<file path="config.mk">
export PLATFORM = sky130hd
export DESIGN_NAME = tub_scan_controller
export DESIGN_NICKNAME = d
export VERILOG_FILES = /design/src/rtl/tub_scan_controller.sv
export SDC_FILE = /design/constraint.sdc
export NUM_CORES = 1
export LEC_CHECK = 0
export CAP_MARGIN = 5
export CORE_ASPECT_RATIO = 0.75
export CORE_MARGIN = 2
export CORE_UTILIZATION = 25
export DETAILED_ROUTE_END_ITERATION = 10
export PLACE_DENSITY = 0.49
export SETUP_SLACK_MARGIN = 0.3
export SYNTH_ARGS = -nofsm -noshare
export SYNTH_HDL_FRONTEND = slang
export SYNTH_SLANG_ARGS = --single-unit
</file>
<file path="constraint.sdc">
create_clock -name clk -period 1.9 [get_ports clk]
set_input_delay 0.475 -clock clk [delete_from_list [all_inputs] [get_ports clk]]
set_output_delay 0.475 -clock clk [all_outputs]
set_load 0.01 [all_outputs]
</file>
<file path="src/rtl/tub_scan_controller.sv">
// tub_scan_controller
//
// Time-multiplexes a DIGITS-wide seven-segment display through one shared
// single-digit hex decoder. A display word (one nibble per digit, digit 0
// rightmost) and a per-digit enable mask are scanned one digit at a time,
// each digit held for SCAN_DIV clock cycles.
//
// New words arrive over a valid/ready handshake. They are applied only at
// a frame boundary, which is the last cycle of the last digit. A frame is
// therefore never shown half old and half new.
//
// Optional build macro:
//   LEADING_ZERO_BLANK_EN - when defined, digit i>0 is also blanked if
//                           nibbles i..DIGITS-1 of the shown word are all
//                           zero. This test is ANDed with the enable mask.
//
// Ports:
//   clk         system clock, rising edge
//   rst         synchronous, active-high reset
//   load_valid  a new word and mask are offered
//   load_ready  a word can be accepted (no word is waiting for a boundary)
//   load_data   display word; nibble i drives digit i
//   load_mask   per-digit enable; 1 = digit lit
//   tub_data    nibble for the hex decoder
//   tub_sel     one-hot active-high digit select; all zero = blank
//   frame_done  one-cycle pulse on the last cycle of each frame
module tub_scan_controller #(
   parameter int DIGITS   = 8,
   parameter int SCAN_DIV = 100000,
   localparam int DATA_W  = 4 * DIGITS
) (
   input  logic              clk,
   input  logic              rst,
   input  logic              load_valid,
   output logic              load_ready,
   input  logic [DATA_W-1:0] load_data,
   input  logic [DIGITS-1:0] load_mask,
   output logic [3:0]        tub_data,
   output logic [DIGITS-1:0] tub_sel,
   output logic              frame_done
);

   localparam int CNT_W = (SCAN_DIV > 1) ? $clog2(SCAN_DIV) : 1;
   localparam int IDX_W = (DIGITS > 1) ? $clog2(DIGITS) : 1;
   localparam logic [CNT_W-1:0] DIV_LAST = CNT_W'(SCAN_DIV - 1);
   localparam logic [IDX_W-1:0] IDX_LAST = IDX_W'(DIGITS - 1);

   logic [CNT_W-1:0]  div_cnt_reg;
   logic [IDX_W-1:0]  idx_reg;
   logic [DATA_W-1:0] shown_data_reg;
   logic [DIGITS-1:0] shown_mask_reg;
   logic [DATA_W-1:0] pend_data_reg;
   logic [DIGITS-1:0] pend_mask_reg;
   logic              pending_reg;

   logic              div_last;
   logic              boundary;
   logic              accept;

   assign div_last = (div_cnt_reg == DIV_LAST);
   assign boundary = div_last && (idx_reg == IDX_LAST);
   // load_ready is ~pending, so an accept can never collide with a
   // pending word being applied on the same boundary.
   assign accept   = load_valid && !pending_reg;

   always_ff @(posedge clk) begin
      if (rst) begin
         div_cnt_reg    <= '0;
         idx_reg        <= '0;
         shown_data_reg <= '0;
         shown_mask_reg <= '1;
         pend_data_reg  <= '0;
         pend_mask_reg  <= '0;
         pending_reg    <= 1'b0;
      end else begin
         div_cnt_reg <= div_last ? '0 : div_cnt_reg + CNT_W'(1);

         if (div_last) begin
            idx_reg <= (idx_reg == IDX_LAST) ? '0 : idx_reg + IDX_W'(1);
         end

         if (boundary) begin
            if (pending_reg) begin
               shown_data_reg <= pend_data_reg;
               shown_mask_reg <= pend_mask_reg;
               pending_reg    <= 1'b0;
            end else if (accept) begin
               // Accepted on the boundary itself: go straight to the
               // display, since the next cycle starts a fresh frame.
               shown_data_reg <= load_data;
               shown_mask_reg <= load_mask;
            end
         end else if (accept) begin
            pend_data_reg <= load_data;
            pend_mask_reg <= load_mask;
            pending_reg   <= 1'b1;
         end
      end
   end

   // Per-digit decode: select match, nibble steering and blanking.
   logic [DIGITS-1:0] digit_hit;
   logic [DIGITS-1:0] digit_keep;
   logic [3:0]        digit_nib [DIGITS];

   genvar gi;
   generate
      for (gi = 0; gi < DIGITS; gi++) begin : g_digit
         assign digit_hit[gi] = (idx_reg == IDX_W'(gi));
         assign digit_nib[gi] = digit_hit[gi] ? shown_data_reg[4*gi +: 4] : 4'd0;
`ifdef LEADING_ZERO_BLANK_EN
         if (gi == 0) begin : g_lsd
            // The rightmost digit always shows, so a zero word reads "0".
            assign digit_keep[gi] = 1'b1;
         end else begin : g_upper
            assign digit_keep[gi] = |shown_data_reg[DATA_W-1:4*gi];
         end
`else
         assign digit_keep[gi] = 1'b1;
`endif
      end
   endgenerate

   always_comb begin
      tub_data = 4'd0;
      for (int i = 0; i < DIGITS; i++) begin
         tub_data = tub_data | digit_nib[i];
      end
   end

   assign tub_sel    = digit_hit & shown_mask_reg & digit_keep;
   assign frame_done = boundary;
   assign load_ready = ~pending_reg;

endmodule

</file>
==> impl_results.md <==
* Post-Synth Simple-Gate Area at 0.192
* Number of synthesized flops with an enable pin at 0
* Worst path bufs/invs at 2
* Mux cell area share after synthesis at 0.169
* Slowest CP cell: a222oi_1
* Placed wire-length estimate at 9280 um
* Final Max Slew Viols at 0
* TritonRoute pass-1 iters at 4
* Min-delay worst type: flip-flop to flip-flop
* Sw Ratio at 0.260
* Post-synthesis cell count at 520
* Inserted Clock Buffers at 9
* Ordered cell list for the critical path: buf_4, ha_4, a222oi_1, mux2i_1, a221o_1, buf_2
* Post-synthesis async set-or-reset flop share at 0
* Static Leakage at 0.00284 uW
* CTS tree: built
* Yosys cell types at 42
* Routed wire length at 15600 um
* Cell Area, Synth at 0.00498 mm^2
* Yosys top cell by area: dfxtp_1
* PwrDens at 584 mW/mm^2
* R2r setup slk at -0.36 ns
* Clk pin slew, worst setup/hold paths at 0.07 ns
* Total Nets Final at 689
* Vias in the first global route at 4368
* Number of synthesized register bits at 101
* Status: finished with violations
* Largest net degree at the start of global routing at 48
* DP Area at 0.00612 mm^2
* Share of cells above drive strength 1 at 0.372
* All-layer global routing usage at 0.146
* # hold bufs at CTS at 0
* Worst EP arrival at 1.98 ns
* Top-count cell post-synth: dfxtp_1
* P_sw at 1190 uW
* Net count after synthesis at 570
* Synth Area in Adders at 0.0176
* WHS Endpoint: pend_mask_reg[7]$_SDFFE_PP0P_
* Vias per cell at 4.87
* Failing checks: negative setup slack
* Hold Violations, Final at 0
* Die width at 167 um
* Drt drc at 0
* Total via count in the routed design at 4362
* Final setup fails at 93
* Worst r2r path cells at 12
* Final instance area at 0.00786 mm^2
* Clock Skew at 0.00974 ns
* Top cell type's share of synthesized area at 0.406
* Worst R2R Start: idx_reg[0]$_SDFFE_PP0N_
* Chip height at 126 um
* VDD IR-drop max at 0.339 mV
* Routability cong. at 0.779
* DP Cell Count at 823
* Post-synth top cells: dfxtp_1 (101), mux2i_1 (84), nand2b_1 (80)
* Sequential-to-total area share from yosys stat at 0.406
* Die area at 0.0211 mm^2
* Area contributors post-synth: dfxtp_1 (41%), mux2i_1 (17%), nand2b_1 (10%)
* Startpoint types: flip-flop
* Critical Path RT at 1.42 ns
* Reg2reg end: pend_mask_reg[2]$_SDFFE_PP0P_
* Area delta synth->final at 57.7%
* Dpl ws at -0.517 ns
* Critical path type: flip-flop to output pin
* CP startpoint: idx_reg[0]$_SDFFE_PP0N_
* Largest family of logic cells by synthesized area: simple AND/OR/NAND/NOR gates
* Initial antenna violation count at 0
* Internal power at 3400 uW
* Clock Sink Count at 101
* Worst hold start: pend_mask_reg[7]$_SDFFE_PP0P_
* CP Capture Type: output pin
* Fin cells at 896
* Initial Utilization at 0.257
* Pwr Total at 4590 uW
* Setup TNS at -23.88 ns
* Site row count at 44
* Max-cap violations at 0
* Avg Synthesized Cell Area at 9.59 um^2
* Hold Path Cell Cnt at 2
* H-tree level count at 3
* Port Buffers at 56
* Area fraction in compound gates after synthesis at 0.148
* Yosys warnings at 0
* Unrepaired setup endpoints after global routing: yes
* DR iter-0 viols at 294
* Family with the most delay on the worst path: compound AO/OA/AOI/OAI gates
* Tcrit/Tclk final at 1.29
* Combinational power share at 0.132
* DR WL/cell at 17.4 um
* GR Overflow Total at 0
* Top FF cell, synth: dfxtp_1
* # diodes at 0
* Global-route wire length before repair at 24600 um
* XOR/XNOR share of the synthesized area at 0.0193
* Post-detailed-route count of antenna-violating nets at 0
* Worst Path Max Fanout at 9
* Clk root buf: clkbuf_16
* Boundary pin count at 57
* Clk Latency, worst-skew pair at 0.35 ns
* Fmax at 0.408 GHz
* Reg power frac at 0.481
* Clock network power share at 0.387
* Core Region at 0.0194 mm^2
* CP peak stage delay at 0.38 ns
* Final min period at 2.45 ns
* Setup ws final at -0.552 ns
* Clk buf depth at 2
* Slew HR at 0.694
* Worst Tran Pin Value at 0.458 ns
==> stage by stage <==
stage	util	hold WS, ns
final	0.404	0.471
after global routing	0.404	0.487
after CTS	0.390	0.474
after detailed placement	0.315	0.457
after global placement	0.315	0.453
after floorplan	-	0.420
==> routing by layer <==
| metal | global-route usage | share of wire |
|---|---|---|
| met2 | 0.227 | 0.45 |
| met5 | 0 | 0 |
| met3 | 0.0321 | 0.052 |
| met1 | 0.210 | 0.49 |
| met4 | 0.0304 | 0.0082 |
==> worst max path at each step <==
stage / cells past startpoint / slack (ns) / endpoint
finish: 6 / -0.55 / tub_data[2]
global route: 7 / -0.65 / tub_data[1]
CTS: 6 / -0.56 / tub_data[2]
floorplan: 6 / 0.06 / tub_data[0]
global placement: 6 / -0.40 / tub_data[2]
detailed placement: 6 / -0.52 / tub_data[2]
==> power by group through the flow <==
stage / Sequential [uW] / Combinational, uW / Clock (uW)
after global placement: 2250 / 464 / 0
after CTS: 2210 / 593 / 1810
after detailed placement: 2260 / 472 / 0
after floorplan: 2250 / 285 / 0
after global routing: 2210 / 650 / 1880
final: 2210 / 606 / 1780
==> final cells by class <==
type                            count  area, um^2
Fill cell                        1869       11600
Inverter                            8        33.8
Sequential cell                   101        2050
Timing Repair Buffer              156        1880
Clock inverter                      6        48.8
Tap cell                          253         317
Clock buffer                        9         225
Multi-Input combinational cell    363        3300
==> worst min-delay path, delay by kind of cell, from the launching register on <==
kind	cells	cell delay (ns)
flip-flops	1	0.31
multiplexers	1	0.05
AND/OR/NAND/NOR	1	0.06
==> repair_timing <==
item | in CTS | in global routing
setup buffers | 32 | 12
resized for setup | 180 | 37
cloned | 13 | 1
setup endpoints to repair | 113 | 113
pin swaps | 24 | 22
==> cells in the final DEF, fill, tap and decap left out, types with 8 or more instances in the layout <==
master and count:
a211oi_2 32, buf_16 11, buf_6 31, nor2_1 15, nand2b_1 80, nor2_4 8
dfxtp_1 88, a222oi_1 8, clkbuf_16 10, clkdlybuf4s50_1 41, a211oi_1 8, buf_12 16
buf_2 8, and2_1 8, buf_4 42, a31oi_1 23, mux2i_1 84
==> cell families after synthesis <==
| kind of cell | Yosys count |
|---|---|
| DFF | 101 |
| adders and majority gates | 7 |
| buffers and inverters | 56 |
| xor gates and xnor gates | 11 |
| and+or+nand+nor | 161 |
| AOI/OAI and AO/OA | 100 |
| muxes | 84 |
Note: power is estimated with default switching activity, not from simulation.
